[src/rtl/kmeans_accumulator_k3_d4_if.sv]
// Sample/record bus of the k-means accumulator (3 centroids, 4 dimensions).
// master = sample producer and record consumer; slave = the accumulator.
interface kmeans_accumulator_k3_d4_if #(
    parameter int input_data_width = 16,
    parameter int acc_width        = 32,
    parameter int cnt_width        = 16
);
    logic                        in_valid;
    logic                        in_ready;
    logic                        in_last;
    logic [input_data_width-1:0] input_data0;
    logic [input_data_width-1:0] input_data1;
    logic [input_data_width-1:0] input_data2;
    logic [input_data_width-1:0] input_data3;
    logic [1:0]                  selected_centroid;
    logic                        out_valid;
    logic                        out_ready;
    logic [1:0]                  out_idx;
    logic [acc_width-1:0]        out_sum0;
    logic [acc_width-1:0]        out_sum1;
    logic [acc_width-1:0]        out_sum2;
    logic [acc_width-1:0]        out_sum3;
    logic [cnt_width-1:0]        out_count;
    logic                        out_last;
    logic                        overflow;

    modport master (
        output in_valid, in_last, input_data0, input_data1, input_data2, input_data3,
               selected_centroid, out_ready,
        input  in_ready, out_valid, out_idx, out_sum0, out_sum1, out_sum2, out_sum3,
               out_count, out_last, overflow
    );

    modport slave (
        input  in_valid, in_last, input_data0, input_data1, input_data2, input_data3,
               selected_centroid, out_ready,
        output in_ready, out_valid, out_idx, out_sum0, out_sum1, out_sum2, out_sum3,
               out_count, out_last, overflow
    );
endinterface

[src/rtl/kmeans_accumulator_k3_d4.sv]
// Per-centroid sum/count accumulator for k-means (k=3, d=4), drained as 3 records per pass.
// Define KMEANS_ACC_SATURATE_EN to clamp sums/counts at all-ones instead of wrapping.
module kmeans_accumulator_k3_d4 #(
    parameter int input_data_width = 16,
    parameter int acc_width        = 32,
    parameter int cnt_width        = 16
) (
    input  logic clk,
    input  logic rst,
    kmeans_accumulator_k3_d4_if.slave bus
);
    typedef enum logic {ST_ACC = 1'b0, ST_DRAIN = 1'b1} state_t;

    state_t                      r_state;
    state_t                      w_state_next;
    logic [1:0]                  r_drain_idx;
    logic [1:0]                  w_drain_idx_next;
    logic                        w_in_ready;
    logic                        w_out_valid;
    logic                        w_accept;
    logic                        w_out_hs;
    logic                        w_clear;
    logic                        r_overflow;
    logic [2:0]                  w_ovf_hit;
    logic [input_data_width-1:0] w_data [4];
    logic [acc_width-1:0]        w_sum_q [3][4];
    logic [cnt_width-1:0]        w_cnt_q [3];
    logic [acc_width-1:0]        w_out_sum [4];
    logic [cnt_width-1:0]        w_out_count;

    assign w_data[0] = bus.input_data0;
    assign w_data[1] = bus.input_data1;
    assign w_data[2] = bus.input_data2;
    assign w_data[3] = bus.input_data3;

    assign w_accept = bus.in_valid & w_in_ready;
    assign w_out_hs = w_out_valid & bus.out_ready;
    assign w_clear  = w_out_hs & (r_drain_idx == 2'd2);

    always_ff @(posedge clk or posedge rst) begin
        if (rst) begin
            r_state     <= ST_ACC;
            r_drain_idx <= 2'd0;
        end else begin
            r_state     <= w_state_next;
            r_drain_idx <= w_drain_idx_next;
        end
    end

    always_comb begin
        w_state_next     = r_state;
        w_drain_idx_next = r_drain_idx;
        w_in_ready       = 1'b0;
        w_out_valid      = 1'b0;
        case (r_state)
            ST_ACC: begin
                w_in_ready = 1'b1;
                if (bus.in_valid && bus.in_last) begin
                    w_state_next     = ST_DRAIN;
                    w_drain_idx_next = 2'd0;
                end
            end
            ST_DRAIN: begin
                w_out_valid = 1'b1;
                if (bus.out_ready) begin
                    if (r_drain_idx == 2'd2) begin
                        w_state_next     = ST_ACC;
                        w_drain_idx_next = 2'd0;
                    end else begin
                        w_drain_idx_next = r_drain_idx + 2'd1;
                    end
                end
            end
            default: begin
                w_state_next     = ST_ACC;
                w_drain_idx_next = 2'd0;
            end
        endcase
    end

    // One accumulator slice per centroid; index 3 matches no slice and is dropped.
    generate
        for (genvar gi = 0; gi < 3; gi++) begin : g_cent
            logic                 w_hit;
            logic [3:0]           w_dim_carry;
            logic [cnt_width-1:0] r_cnt;
            logic [cnt_width:0]   w_cnt_ext;
            logic [cnt_width-1:0] w_cnt_new;

            assign w_hit     = w_accept && (bus.selected_centroid == 2'(gi));
            assign w_cnt_ext = {1'b0, r_cnt} + {{cnt_width{1'b0}}, 1'b1};
`ifdef KMEANS_ACC_SATURATE_EN
            assign w_cnt_new = w_cnt_ext[cnt_width] ? {cnt_width{1'b1}} : w_cnt_ext[cnt_width-1:0];
`else
            assign w_cnt_new = w_cnt_ext[cnt_width-1:0];
`endif

            always_ff @(posedge clk or posedge rst) begin
                if (rst) begin
                    r_cnt <= '0;
                end else if (w_clear) begin
                    r_cnt <= '0;
                end else if (w_hit) begin
                    r_cnt <= w_cnt_new;
                end
            end

            assign w_cnt_q[gi]   = r_cnt;
            assign w_ovf_hit[gi] = w_hit & ((|w_dim_carry) | w_cnt_ext[cnt_width]);

            for (genvar gj = 0; gj < 4; gj++) begin : g_dim
                logic [acc_width-1:0] r_sum;
                logic [acc_width:0]   w_sum_ext;
                logic [acc_width-1:0] w_sum_new;

                assign w_sum_ext = {1'b0, r_sum}
                                 + {{(acc_width + 1 - input_data_width){1'b0}}, w_data[gj]};
`ifdef KMEANS_ACC_SATURATE_EN
                assign w_sum_new = w_sum_ext[acc_width] ? {acc_width{1'b1}} : w_sum_ext[acc_width-1:0];
`else
                assign w_sum_new = w_sum_ext[acc_width-1:0];
`endif
                assign w_dim_carry[gj] = w_sum_ext[acc_width];

                always_ff @(posedge clk or posedge rst) begin
                    if (rst) begin
                        r_sum <= '0;
                    end else if (w_clear) begin
                        r_sum <= '0;
                    end else if (w_hit) begin
                        r_sum <= w_sum_new;
                    end
                end

                assign w_sum_q[gi][gj] = r_sum;
            end
        end
    endgenerate

    always_ff @(posedge clk or posedge rst) begin
        if (rst) begin
            r_overflow <= 1'b0;
        end else if (w_clear) begin
            r_overflow <= 1'b0;
        end else if (|w_ovf_hit) begin
            r_overflow <= 1'b1;
        end
    end

    // Record is a pure function of the drain index, so it holds while the consumer stalls.
    always_comb begin
        for (int j = 0; j < 4; j++) begin
            w_out_sum[j] = '0;
        end
        w_out_count = '0;
        case (r_drain_idx)
            2'd0: begin
                for (int j = 0; j < 4; j++) w_out_sum[j] = w_sum_q[0][j];
                w_out_count = w_cnt_q[0];
            end
            2'd1: begin
                for (int j = 0; j < 4; j++) w_out_sum[j] = w_sum_q[1][j];
                w_out_count = w_cnt_q[1];
            end
            2'd2: begin
                for (int j = 0; j < 4; j++) w_out_sum[j] = w_sum_q[2][j];
                w_out_count = w_cnt_q[2];
            end
            default: begin
                w_out_count = '0;
            end
        endcase
    end

    assign bus.in_ready  = w_in_ready;
    assign bus.out_valid = w_out_valid;
    assign bus.out_idx   = r_drain_idx;
    assign bus.out_sum0  = w_out_sum[0];
    assign bus.out_sum1  = w_out_sum[1];
    assign bus.out_sum2  = w_out_sum[2];
    assign bus.out_sum3  = w_out_sum[3];
    assign bus.out_count = w_out_count;
    assign bus.out_last  = w_out_valid & (r_drain_idx == 2'd2);
    assign bus.overflow  = r_overflow;
endmodule

[src/flat_wrapper.sv]
// flat-port wrapper written by rule: the top's interface ports become plain ports
module kmeans_accumulator_k3_d4_flat 
#(
    parameter int input_data_width = 16,
    parameter int acc_width        = 32,
    parameter int cnt_width        = 16
)
  (clk, rst, bus_in_valid, bus_in_last, bus_input_data0, bus_input_data1, bus_input_data2, bus_input_data3, bus_selected_centroid, bus_out_ready, bus_in_ready, bus_out_valid, bus_out_idx, bus_out_sum0, bus_out_sum1, bus_out_sum2, bus_out_sum3, bus_out_count, bus_out_last, bus_overflow);
  kmeans_accumulator_k3_d4_if #(.input_data_width(input_data_width), .acc_width(acc_width), .cnt_width(cnt_width)) bus_i ();
  input  logic clk;
  input  logic rst;
  input wire logic [$bits(bus_i.in_valid)-1:0] bus_in_valid;
  input wire logic [$bits(bus_i.in_last)-1:0] bus_in_last;
  input wire logic [$bits(bus_i.input_data0)-1:0] bus_input_data0;
  input wire logic [$bits(bus_i.input_data1)-1:0] bus_input_data1;
  input wire logic [$bits(bus_i.input_data2)-1:0] bus_input_data2;
  input wire logic [$bits(bus_i.input_data3)-1:0] bus_input_data3;
  input wire logic [$bits(bus_i.selected_centroid)-1:0] bus_selected_centroid;
  input wire logic [$bits(bus_i.out_ready)-1:0] bus_out_ready;
  output wire logic [$bits(bus_i.in_ready)-1:0] bus_in_ready;
  output wire logic [$bits(bus_i.out_valid)-1:0] bus_out_valid;
  output wire logic [$bits(bus_i.out_idx)-1:0] bus_out_idx;
  output wire logic [$bits(bus_i.out_sum0)-1:0] bus_out_sum0;
  output wire logic [$bits(bus_i.out_sum1)-1:0] bus_out_sum1;
  output wire logic [$bits(bus_i.out_sum2)-1:0] bus_out_sum2;
  output wire logic [$bits(bus_i.out_sum3)-1:0] bus_out_sum3;
  output wire logic [$bits(bus_i.out_count)-1:0] bus_out_count;
  output wire logic [$bits(bus_i.out_last)-1:0] bus_out_last;
  output wire logic [$bits(bus_i.overflow)-1:0] bus_overflow;
  assign bus_i.in_valid = bus_in_valid;
  assign bus_i.in_last = bus_in_last;
  assign bus_i.input_data0 = bus_input_data0;
  assign bus_i.input_data1 = bus_input_data1;
  assign bus_i.input_data2 = bus_input_data2;
  assign bus_i.input_data3 = bus_input_data3;
  assign bus_i.selected_centroid = bus_selected_centroid;
  assign bus_i.out_ready = bus_out_ready;
  assign bus_in_ready = bus_i.in_ready;
  assign bus_out_valid = bus_i.out_valid;
  assign bus_out_idx = bus_i.out_idx;
  assign bus_out_sum0 = bus_i.out_sum0;
  assign bus_out_sum1 = bus_i.out_sum1;
  assign bus_out_sum2 = bus_i.out_sum2;
  assign bus_out_sum3 = bus_i.out_sum3;
  assign bus_out_count = bus_i.out_count;
  assign bus_out_last = bus_i.out_last;
  assign bus_overflow = bus_i.overflow;
  kmeans_accumulator_k3_d4 #(.input_data_width(input_data_width), .acc_width(acc_width), .cnt_width(cnt_width)) u_core (.clk(clk), .rst(rst), .bus(bus_i));
endmodule
[config.mk]
export PLATFORM = sky130hd
export DESIGN_NAME = kmeans_accumulator_k3_d4_flat
export DESIGN_NICKNAME = d
export VERILOG_FILES = /design/src/rtl/kmeans_accumulator_k3_d4_if.sv /design/src/rtl/kmeans_accumulator_k3_d4.sv /design/src/flat_wrapper.sv
export SDC_FILE = /design/constraint.sdc
export NUM_CORES = 2
export LEC_CHECK = 0
export ABC_AREA = 1
export BUFFER_PORTS_ARGS = -buffer_cell sky130_fd_sc_hd__buf_2
export CORE_ASPECT_RATIO = 1.2
export CORE_MARGIN = 8
export CORE_UTILIZATION = 45
export CTS_BUF_LIST = sky130_fd_sc_hd__clkbuf_16
export DETAILED_ROUTE_END_ITERATION = 16
export GPL_TIMING_DRIVEN = 1
export SYNTH_ARGS = -nofsm -noshare
export SYNTH_HDL_FRONTEND = slang
export SYNTH_SLANG_ARGS = --single-unit
[constraint.sdc]
create_clock -name clk -period 16.2 [get_ports clk]
set_input_delay 0.81 -clock clk [delete_from_list [all_inputs] [get_ports clk]]
set_output_delay 0.81 -clock clk [all_outputs]
set_load 0.02 [all_outputs]
==> results.sh <==
export IMPL_clk_insertion_delay_late_ps=610
export IMPL_cts_made_buffers=53
export IMPL_synthToLayoutAreaGrowth_pct=11.0
export IMPL_finalSetupViolCount=0
export IMPL_min_period_ps=4640
export IMPL_yosysUniqueCellTypes=52
export IMPL_crit_path_top_delay_cell="dfrtp_1"
export IMPL_cts_hold_buf=0
export IMPL_leakage_nw=18.5
export IMPL_grt_overflow=0
export IMPL_ys_seq_area_share_pct=32.3
export IMPL_start_kind="flop"
export IMPL_drive_gt1_share_pct=6.90
export IMPL_finClkSkew_ps=12.7
export IMPL_initialDrtViolationCount=2959
export IMPL_setup_slack_ps=11560
export IMPL_io_pin_count=221
export IMPL_fill_cells=7731
export IMPL_place_ws_ps=12110
export IMPL_grt_max_degree=108
export IMPL_finish_instance_area_sq_um=37500
export IMPL_hold_viol=0
export IMPL_cp_arrival_ps=3830
export IMPL_drt_total_wl_um=127000
export IMPL_cp_top_family="buffers and inverters"
export IMPL_max_stage_delay_ps=900
export IMPL_grt_usage_pct=29.4
export IMPL_timing_critical_path_buf_inv=3
export IMPL_powerDensity_nw_per_um2=168
export IMPL_drt_pre_antenna_iters=6
export IMPL_dp_hpwl_um=95800
export IMPL_die_w_um=266
export IMPL_grt_pass1_vias=34523
export IMPL_antenna_left=0
export IMPL_cts_sinks=436
export IMPL_grt_antenna_before_repair=1
export IMPL_holdWs_ps=346
export IMPL_core_region_area_sq_um=74700
export IMPL_final_common_cell="nand2_1"
export IMPL_finalCritPeriodShare_pct=28.6
export IMPL_syn_nets=5347
export IMPL_num_rows=110
export IMPL_mostFrequentLayoutCells="nand2_1 (1286), inv_1 (721), nor2_1 (507)"
export IMPL_yosys_warnings=0
export IMPL_maxCapViolCount=0
export IMPL_synth_cells=5069
export IMPL_dieArea_sq_um=84200
export IMPL_power_total_w=0.00631
export IMPL_status="finished, final reports clean"
export IMPL_crit_type="flop to output pin"
export IMPL_place_congestion=0.987
export IMPL_rsz0062_at_grt="false"
export IMPL_cts_root_buf="clkbuf_16"
export IMPL_critPathMaxFanout=78
export IMPL_worstPathCellList="nor2_4 > inv_4 > buf_4 > o221ai_1 > buf_2"
export IMPL_antenna_cells=0
export IMPL_post_cts_resized=0
export IMPL_avgRoutedWirePerCell_um=20.2
export IMPL_relSlewSlack_pct=28.2
export IMPL_hold_class="input port to async pin"
export IMPL_cts_buffer_depth=3
export IMPL_syn_area_sq_um=33800
export IMPL_cp_required_ps=15390
export IMPL_final_nets=5506
export IMPL_start_util_pct=45.2
export IMPL_worstMarginPinSlew_ps=1080
export IMPL_ys_seq_elements=436
export IMPL_io_buffers=220
export IMPL_clk_pin_slew_ps=60
export IMPL_postPlaceCellArea_sq_um=35800
export IMPL_h_tree_depth=2
export IMPL_vias=35625
export IMPL_routed_via_density=5.67
export IMPL_syn_area_per_cell_sq_um=6.67
export IMPL_grt_first_pass_wirelength_um=196000
export IMPL_finalMaxSlewViolations=0
export IMPL_cts_tree="yes"
export IMPL_drcViolationCount=0
export IMPL_peakVddDrop_mv=0.112
export IMPL_postCtsSetupBuffers=0
export IMPL_max_clock_freq_mhz=215
export IMPL_cp_end_kind="output pin"
export IMPL_setup_tns_ps=0
export IMPL_dieHeight_um=316
[per-layer routing]
metal / part of all wire [%] / vias to the layer above / track usage [%] / wire length [um]
li1: - / 17368 / - / -
met2: 48 / 1163 / 50.7 / 60500
met5: 0 / - / 0 / 0
met1: 42 / 16826 / 36.9 / 53200
met3: 5.9 / 268 / 3.65 / 7500
met4: 4.5 / 0 / 12.5 / 5690
[cells by family (layout without fill, tap and decap cells)]
group,after synthesis,after routing,synth area share (%)
adder cells (fa/ha/maj),207,207,7.93
AND/OR/NAND/NOR,2377,2377,29.6
buffers and inverters,856,1059,9.78
flip-flops,436,436,32.3
AO/OA/AOI/OAI,1187,1187,20.2
XOR/XNOR,6,6,0.156
[worst register-to-register path, delay by kind of cell (launching register included)]
kind	cells	cell delay [ps]
flip-flops	1	900
AND/OR/NAND/NOR	2	380
buffers and inverters	3	2070
AO/OA/AOI/OAI	2	460
[report_power, final]
group          switching, W  internal (W)
registers          0.000374       0.00146
logic               0.00228      0.000956
clock network      0.000509      0.000721
total               0.00317       0.00314
[registers in the layout (all words and copies together) (netlist names)]
name	count
u_core.g_cent.g_dim.r_sum	384
u_core.bus.out_idx	2
u_core.g_cent.r_cnt	48
u_core.r_state	1
u_core.bus.overflow	1
[cells in the mapped netlist (all sizes together)]
| cell | count | area [sq um] |
|---|---|---|
| nand2 | 1289 | 4840 |
| nor4 | 55 | 363 |
| a21o | 18 | 135 |
| o221ai | 133 | 1160 |
| and3 | 7 | 43.8 |
| or3 | 3 | 18.8 |
| o22ai | 52 | 325 |
| fa | 12 | 240 |
| o32ai | 1 | 8.76 |
| o21bai | 20 | 150 |
| xor2 | 6 | 52.6 |
| a221oi | 3 | 32.5 |
| clkbuf | 71 | 268 |
| o31ai | 10 | 75.1 |
| a31oi | 18 | 113 |
| a21oi | 437 | 2190 |
| o211ai | 19 | 143 |
| o311ai | 1 | 16.3 |
| a32o | 5 | 50.1 |
| a22oi | 3 | 22.5 |
| or2 | 8 | 50.1 |
| dfrtp | 436 | 10900 |
| and2 | 11 | 68.8 |
| nand3b | 5 | 37.5 |
| nand3 | 256 | 1310 |
| nor3 | 141 | 744 |
| a211oi | 3 | 22.5 |
| o21ai | 438 | 2190 |
| inv | 719 | 2700 |
| nor2 | 519 | 2000 |
| ha | 195 | 2440 |
| o21a | 17 | 128 |
| buf | 65 | 334 |
| clkinv | 1 | 3.75 |
| a21boi | 6 | 45.0 |
| nand4 | 80 | 500 |
| a31o | 3 | 26.3 |
| nor3b | 3 | 22.5 |
[through the flow]
step | util [%] | instances
final | 50.2 | 6280
after global routing | 50.2 | 6280
after CTS | 50.2 | 6280
after detailed placement | 47.9 | 6181
after global placement | 47.9 | 6181
after floorplan | - | 5069
[cell type report]
cell class | count | area (sq um) | area share, %
well taps | 1008 | 1260 | 3.36
clock inverters | 44 | 372 | 0.991
repair buffers | 240 | 1280 | 3.40
inverters | 720 | 2720 | 7.25
clock buffers | 55 | 1380 | 3.67
flip-flops and latches | 436 | 10900 | 29.1
multi-input cells | 3777 | 19600 | 52.2
[worst paths after layout]
kind	start	endpoint	slack (ps)	depth (start not counted)
max	u_core.bus.out_idx[0]	bus_out_sum0[14]	11560	5
min	rst	u_core.g_cent[0].g_dim[2].r_sum[10]	350	2
max reg2reg	u_core.bus.out_idx[0]	u_core.g_cent[0].g_dim[2].r_sum[20]	12320	7
min reg2reg	u_core.g_cent[0].g_dim[0].r_sum[20]	u_core.g_cent[0].g_dim[0].r_sum[20]	500	1
max in group asynchronous	rst	u_core.g_cent[0].g_dim[0].r_sum[2]	13490	4
min in group clk	bus_out_ready	u_core.r_state	470	4
Power figures use the tool's default switching activity.
